### src/rtl/safe_box_pkg.sv
// Shared definitions for the safe box controller: FSM state encoding and keypad codes.
package safe_box_pkg;

    typedef enum logic [1:0] {
        ST_LOCKED = 2'd0,
        ST_OPEN   = 2'd1,
        ST_SET_PW = 2'd2,
        ST_ALARM  = 2'd3
    } box_state_t;

    localparam logic [3:0] KEY_ENTER = 4'hA;
    localparam logic [3:0] KEY_CLEAR = 4'hB;
    localparam logic [3:0] KEY_LOCK  = 4'hC;
    localparam logic [3:0] KEY_SETPW = 4'hD;

    localparam logic [2:0] ENTRY_DIGITS = 3'd4;

    function automatic logic is_digit(input logic [3:0] code);
        return code <= 4'd9;
    endfunction

endpackage

### src/rtl/safe_box_ctrl_if.sv
// Keypad strobe and status bundle between the keypad/display side and the safe box controller.
interface safe_box_ctrl_if;

    logic       key_valid;
    logic [3:0] key_code;
    logic       state;
    logic       alarm;
    logic [1:0] err_cnt;
    logic [2:0] digit_cnt;

    modport master (
        output key_valid,
        output key_code,
        input  state,
        input  alarm,
        input  err_cnt,
        input  digit_cnt
    );

    modport slave (
        input  key_valid,
        input  key_code,
        output state,
        output alarm,
        output err_cnt,
        output digit_cnt
    );

endinterface

### src/rtl/safe_box_ctrl_pw_entry_buf.sv
// Four-digit BCD entry buffer: shifts new digits into the LSD, saturates at four digits.
module pw_entry_buf
    import safe_box_pkg::*;
(
    input  logic        clk,
    input  logic        rst,
    input  logic        shift,
    input  logic        clear,
    input  logic [3:0]  digit,
    output logic [15:0] entry,
    output logic [2:0]  count
);

    // Clear wins over shift; a full buffer silently drops extra digits.
    always_ff @(posedge clk or posedge rst) begin
        if (rst) begin
            entry <= 16'h0000;
            count <= 3'd0;
        end else if (clear) begin
            entry <= 16'h0000;
            count <= 3'd0;
        end else if (shift && count != ENTRY_DIGITS) begin
            entry <= {entry[11:0], digit};
            count <= count + 3'd1;
        end
    end

endmodule

### src/rtl/safe_box_ctrl.sv
// Safe box controller: password check, password change, alarm lockout and idle auto-relock.
module safe_box_ctrl
    import safe_box_pkg::*;
#(
    parameter logic [15:0] DEF_PW       = 16'h1234,
    parameter int          MAX_TRIES    = 3,
    parameter int          ALARM_CYCLES = 500000,
    parameter int          OPEN_TIMEOUT = 1000000
)(
    input  logic            clk,
    input  logic            rst,
    safe_box_ctrl_if.slave  bus
);

    localparam int AW = $clog2(ALARM_CYCLES + 1);
    localparam int IW = $clog2(OPEN_TIMEOUT + 1);
    localparam logic [AW-1:0] ALARM_LAST = AW'(ALARM_CYCLES - 1);
    localparam logic [IW-1:0] IDLE_LAST  = IW'(OPEN_TIMEOUT - 1);
    localparam logic [1:0]    TRIES_MAX  = 2'(MAX_TRIES);

    box_state_t    fsm;
    logic          state_q;
    logic          alarm_q;
    logic [1:0]    err_q;
    logic [1:0]    err_next;
    logic [15:0]   password;
    logic [15:0]   entry;
    logic [2:0]    entry_cnt;
    logic [AW-1:0] alarm_cnt;
    logic [IW-1:0] idle_cnt;
    logic          key_digit;
    logic          key_enter;
    logic          key_clear;
    logic          key_lock;
    logic          key_setpw;
    logic          idle_expire;
    logic          entry_match;
    logic          buf_shift;
    logic          buf_clear;

    pw_entry_buf u_entry (
        .clk   (clk),
        .rst   (rst),
        .shift (buf_shift),
        .clear (buf_clear),
        .digit (bus.key_code),
        .entry (entry),
        .count (entry_cnt)
    );

    assign err_next      = err_q + 2'd1;
    assign bus.state     = state_q;
    assign bus.alarm     = alarm_q;
    assign bus.err_cnt   = err_q;
    assign bus.digit_cnt = entry_cnt;

    // Buffer is emptied on every attempt and on every way out of password entry.
    always_comb begin
        key_digit   = bus.key_valid && is_digit(bus.key_code);
        key_enter   = bus.key_valid && (bus.key_code == KEY_ENTER);
        key_clear   = bus.key_valid && (bus.key_code == KEY_CLEAR);
        key_lock    = bus.key_valid && (bus.key_code == KEY_LOCK);
        key_setpw   = bus.key_valid && (bus.key_code == KEY_SETPW);
        idle_expire = !bus.key_valid && (idle_cnt == IDLE_LAST);
        entry_match = (entry_cnt == ENTRY_DIGITS) && (entry == password);
        buf_shift   = 1'b0;
        buf_clear   = 1'b0;
        case (fsm)
            ST_LOCKED: begin
                buf_shift = key_digit;
                buf_clear = key_clear || key_enter;
            end
            ST_OPEN: begin
                buf_clear = key_clear || key_setpw || idle_expire;
            end
            ST_SET_PW: begin
                buf_shift = key_digit;
                buf_clear = key_clear || key_enter || key_lock || idle_expire;
            end
            default: ;
        endcase
    end

    always_ff @(posedge clk or posedge rst) begin
        if (rst) begin
            fsm       <= ST_LOCKED;
            state_q   <= 1'b0;
            alarm_q   <= 1'b0;
            err_q     <= 2'd0;
            password  <= DEF_PW;
            alarm_cnt <= '0;
            idle_cnt  <= '0;
        end else begin
            case (fsm)
                ST_LOCKED: begin
                    if (key_enter) begin
                        if (entry_match) begin
                            fsm      <= ST_OPEN;
                            state_q  <= 1'b1;
                            err_q    <= 2'd0;
                            idle_cnt <= '0;
                        end else if (err_next == TRIES_MAX) begin
                            fsm       <= ST_ALARM;
                            alarm_q   <= 1'b1;
                            err_q     <= TRIES_MAX;
                            alarm_cnt <= '0;
                        end else begin
                            err_q <= err_next;
                        end
                    end
                end
                // OPEN and SET_PW share the idle timer; any key restarts it.
                ST_OPEN: begin
                    if (bus.key_valid) begin
                        idle_cnt <= '0;
                        if (key_lock) begin
                            fsm     <= ST_LOCKED;
                            state_q <= 1'b0;
                        end else if (key_setpw) begin
                            fsm <= ST_SET_PW;
                        end
                    end else if (idle_expire) begin
                        fsm     <= ST_LOCKED;
                        state_q <= 1'b0;
                    end else begin
                        idle_cnt <= idle_cnt + IW'(1);
                    end
                end
                ST_SET_PW: begin
                    if (bus.key_valid) begin
                        idle_cnt <= '0;
                        if (key_enter) begin
                            fsm <= ST_OPEN;
                            if (entry_cnt == ENTRY_DIGITS) begin
                                password <= entry;
                            end
                        end else if (key_lock) begin
                            fsm     <= ST_LOCKED;
                            state_q <= 1'b0;
                        end
                    end else if (idle_expire) begin
                        fsm     <= ST_LOCKED;
                        state_q <= 1'b0;
                    end else begin
                        idle_cnt <= idle_cnt + IW'(1);
                    end
                end
                ST_ALARM: begin
                    if (alarm_cnt == ALARM_LAST) begin
                        fsm     <= ST_LOCKED;
                        alarm_q <= 1'b0;
                        err_q   <= 2'd0;
                    end else begin
                        alarm_cnt <= alarm_cnt + AW'(1);
                    end
                end
                default: begin
                    fsm     <= ST_LOCKED;
                    state_q <= 1'b0;
                    alarm_q <= 1'b0;
                end
            endcase
        end
    end

endmodule

### src/flat_wrapper.sv
// flat-port wrapper written by rule: the top's interface ports become plain ports
module safe_box_ctrl_flat import safe_box_pkg::*;
#(
    parameter logic [15:0] DEF_PW       = 16'h1234,
    parameter int          MAX_TRIES    = 3,
    parameter int          ALARM_CYCLES = 500000,
    parameter int          OPEN_TIMEOUT = 1000000
)
  (clk, rst, bus_key_valid, bus_key_code, bus_state, bus_alarm, bus_err_cnt, bus_digit_cnt);
  safe_box_ctrl_if bus_i ();
  input  logic clk;
  input  logic rst;
  input wire logic [$bits(bus_i.key_valid)-1:0] bus_key_valid;
  input wire logic [$bits(bus_i.key_code)-1:0] bus_key_code;
  output wire logic [$bits(bus_i.state)-1:0] bus_state;
  output wire logic [$bits(bus_i.alarm)-1:0] bus_alarm;
  output wire logic [$bits(bus_i.err_cnt)-1:0] bus_err_cnt;
  output wire logic [$bits(bus_i.digit_cnt)-1:0] bus_digit_cnt;
  assign bus_i.key_valid = bus_key_valid;
  assign bus_i.key_code = bus_key_code;
  assign bus_state = bus_i.state;
  assign bus_alarm = bus_i.alarm;
  assign bus_err_cnt = bus_i.err_cnt;
  assign bus_digit_cnt = bus_i.digit_cnt;
  safe_box_ctrl #(.DEF_PW(DEF_PW), .MAX_TRIES(MAX_TRIES), .ALARM_CYCLES(ALARM_CYCLES), .OPEN_TIMEOUT(OPEN_TIMEOUT)) u_core (.clk(clk), .rst(rst), .bus(bus_i));
endmodule
### config.mk
export PLATFORM = sky130hd
export DESIGN_NAME = safe_box_ctrl_flat
export DESIGN_NICKNAME = d
export VERILOG_FILES = /design/src/rtl/safe_box_pkg.sv /design/src/rtl/safe_box_ctrl_if.sv /design/src/rtl/safe_box_ctrl_pw_entry_buf.sv /design/src/rtl/safe_box_ctrl.sv /design/src/flat_wrapper.sv
export SDC_FILE = /design/constraint.sdc
export NUM_CORES = 1
export LEC_CHECK = 0
export CAP_MARGIN = 0
export CELL_PAD_IN_SITES_DETAIL_PLACEMENT = 1
export CELL_PAD_IN_SITES_GLOBAL_PLACEMENT = 1
export CORE_ASPECT_RATIO = 0.5
export CORE_MARGIN = 4
export CORE_UTILIZATION = 34
export DETAILED_ROUTE_END_ITERATION = 16
export PLACE_DENSITY = 0.59
export SKIP_LAST_GASP = 1
export SYNTH_ARGS = -nofsm -noshare
export SYNTH_HDL_FRONTEND = slang
export SYNTH_SLANG_ARGS = --single-unit
### constraint.sdc
create_clock -name clk -period 3.05 [get_ports clk]
set_clock_uncertainty 0.1 [all_clocks]
set_input_delay 0.4575 -clock clk [delete_from_list [all_inputs] [get_ports clk]]
set_output_delay 0.4575 -clock clk [all_outputs]
set_load 0.03 [all_outputs]
==> results.ini <==
[cells_and_area]
final_cell_area_sq_um=5036
seq_area_sq_um=2008
fin_nets=509
fillCellCount=1433
antenna_cells=0
multi_input_area_sq_um=2191
syn2layout_area_growth_pct=16.20
drive_above_1_share_pct=11.04

[timing]
maxSlewViolCount=0
period_needed_ns=2.662
slew_headroom_pct=63.10
setup_violations=0
max_freq_mhz=375.7
final.period_utilization_pct=87.27
tightest_slew_ns=0.5395
hold_viol_final=0
rsz0062_at_grt=false
fin_tns_setup_ns=0

[die]
placementRows=28
die_y_um=87.84
io_pins=14
core_sq_um=12120
die_area_sq_um=14730
start_util_pct=35.76
die_w_um=167.7

[global_routing]
grt_use_total_pct=15.97
grt_pass1_vias=3547
grt-ovfl-total=0
antenna_found_initial=0
grt_pass1_wl_um=19000
grt_max_degree=81

[cts]
cts-hold-fix-buffers=0
htree_levels=3
clkLatencyLatePin_ns=0.33
clkTransAtPathRegs_ns=0.07
cts-root-buf=clkbuf_16
clk_path_buf_depth=2
cts_tree=built
cts.repair.resized=0
cts_sinks=80
cts_made_buffers=9
cts_setup_buffers=0

[setup_path]
r2r.worst_path.cells=7
r2r_slack_ns=0.39
worst_ep_arrival_time_ns=2.83
crit_path_max_fanout=5
worst_r2r_endpoint=u_core.idle_cnt[16]
rr_startpoint=u_core.u_entry.entry[7]
required_ns=3.22
path_class=flip-flop to flip-flop
start_kind=flip-flop
max_stage_delay_ns=0.51
crit_chain=xor2_1 -> nor4_1 -> nand3_1 -> o31a_1 -> or2_1 -> or4_1 -> nand2_1
crit_path_end_kind=flip-flop
crit_slowest_cell=or4_1

[synthesis]
synth_edf_count=0
synthTopCellsByCount=dfrtp_1 (75), nand2_1 (63), nor2_1 (43), a21oi_1 (36), o21ai_0 (29)
ys_ff_latch=80
synthArstFlopShare_pct=100.0
post_synth_num_cell_types=51
yosysWarnings=0
synth_area_leaders=dfrtp_1 (43%), nand2_1 (5.5%), a21oi_1 (4.2%)
syn_area_sq_um=4334
yosys.area.top_type_share_pct=43.30
synth_nets=492
ys_seq_area_share_pct=46.33
syn_area_per_cell_sq_um=9.105
synth_cells=476
synth_top_cell_by_area=dfrtp_1
yosysMostFrequentCell=dfrtp_1
synthFlopType=dfrtp_1

[power_and_ir_drop]
leakage_nw=2.157
power_density_nw_per_um2=798.7
ir_worst_vdd_v=0.0002871

[hold_path]
hold_end=u_core.idle_cnt[19]
whs_path_depth=1
hp-start=u_core.idle_cnt[19]
min_path_type=flip-flop to flip-flop

[placed_design]
gp_congestion=0.7830
port_buffers=13
place_area_sq_um=4715
hpwl_um=7447

[route]
dr_total_vias=3517
wl_per_cell_um=16.57
drtIter0Drc=128
route.detailed.drc=0
dr.pass1.iters=4
wirelength_um=10980
vias_per_cell=5.305
final_antenna_net_count=0

[status]
status=finished, final reports clean

[job]
maxCapViolCount=0

## placed cells by master (no fill, tap or decap), types with 4 or more instances in the layout
cell / Yosys / routed
ha_1: 9 / 9
inv_1: 12 / 11
a21oi_1: 36 / 36
nand2_1: 63 / 63
nand2b_1: 8 / 8
o21ai_0: 29 / 29
and4_1: 5 / 5
dfstp_2: 5 / 5
nand3_1: 20 / 20
and3_1: 9 / 9
a211oi_1: 4 / 4
nand4_1: 10 / 10
xnor2_1: 19 / 19
o31ai_1: 5 / 5
mux2_2: 16 / 16
o21ai_1: 8 / 8
clkbuf_16: 0 / 9
buf_4: 0 / 15
dfrtp_1: 75 / 75
nor4_1: 8 / 7
a31oi_1: 7 / 7
xor2_1: 16 / 16
nor3_1: 7 / 7
nor2_1: 43 / 43
clkdlybuf4s50_1: 0 / 13
## critical path, delay by kind of cell (launching register included)
| family | cells | cell delay (ns) |
|---|---|---|
| AOI/OAI and AO/OA | 1 | 0.38 |
| xor gates and xnor gates | 1 | 0.18 |
| DFF | 1 | 0.43 |
| and+or+nand+nor | 5 | 1.50 |
## cells by family after synthesis
kind of cell	count (synthesis)	synth area share, %
adder cells (fa/ha/maj)	9	2.598
AO/OA/AOI/OAI	110	15.04
buffers and inverters	35	3.262
multiplexers	19	4.850
AND/OR/NAND/NOR	188	20.84
XOR/XNOR	35	7.073
flip-flops	80	46.33
## metrics by stage
step / instances / hold WS [ns] / setup slack, ns / total power [mW] / util (%)
global placement: 647 / 0.3772 / 0.2537 / 2.871 / 38.89
global route: 663 / 0.4188 / 0.2516 / 4.343 / 41.55
CTS: 663 / 0.3858 / 0.3736 / 4.098 / 41.55
floorplan: 476 / 0.3480 / 0.4490 / 2.435 / -
finish: 663 / 0.3853 / 0.3882 / 4.022 / 41.55
detailed placement: 647 / 0.3773 / 0.1844 / 2.896 / 38.89
## cell type report
class,count,share of cell area (%)
flip-flops and latches,80,39.88
repair buffers,29,5.217
inverters,12,0.9193
clock buffers,10,4.547
clock inverters,6,1.839
well taps,165,4.099
multi-input cells,361,43.50
## report_power, final
group	internal [mW]	leakage [nW]	switching (mW)
Clock	0.722	0.149	0.448
Sequential	1.27	1.04	0.235
Combinational	0.514	0.971	0.837
Total	2.50	2.16	1.52
## per-layer routing
metal  global-route usage, %  share of wire [%]
met3                   3.787                1.7
met5                       0                  0
met4                   2.651               0.37
met2                   25.83                 45
met1                   22.47                 53
## sequential cells by signal, summed over array words and instances (netlist names)
name / count
u_core.fsm: 2
u_core.password: 16
u_core.bus.alarm: 1
u_core.u_entry.entry: 16
u_core.u_entry.count: 3
u_core.idle_cnt: 20
u_core.bus.state: 1
u_core.bus.err_cnt: 2
u_core.alarm_cnt: 19
## worst max path at each step
stage / from / end / slack (ns)
after detailed placement: bus_key_code[2] / u_core.alarm_cnt[11] / 0.18
after CTS: u_core.password[4] / u_core.idle_cnt[16] / 0.37
after floorplan: rst / u_core.alarm_cnt[0] / 0.45
final: u_core.u_entry.entry[7] / u_core.idle_cnt[16] / 0.39
after global routing: u_core.fsm[1] / u_core.alarm_cnt[11] / 0.25
after global placement: bus_key_code[2] / u_core.alarm_cnt[11] / 0.25
Power figures use the tool's default switching activity.
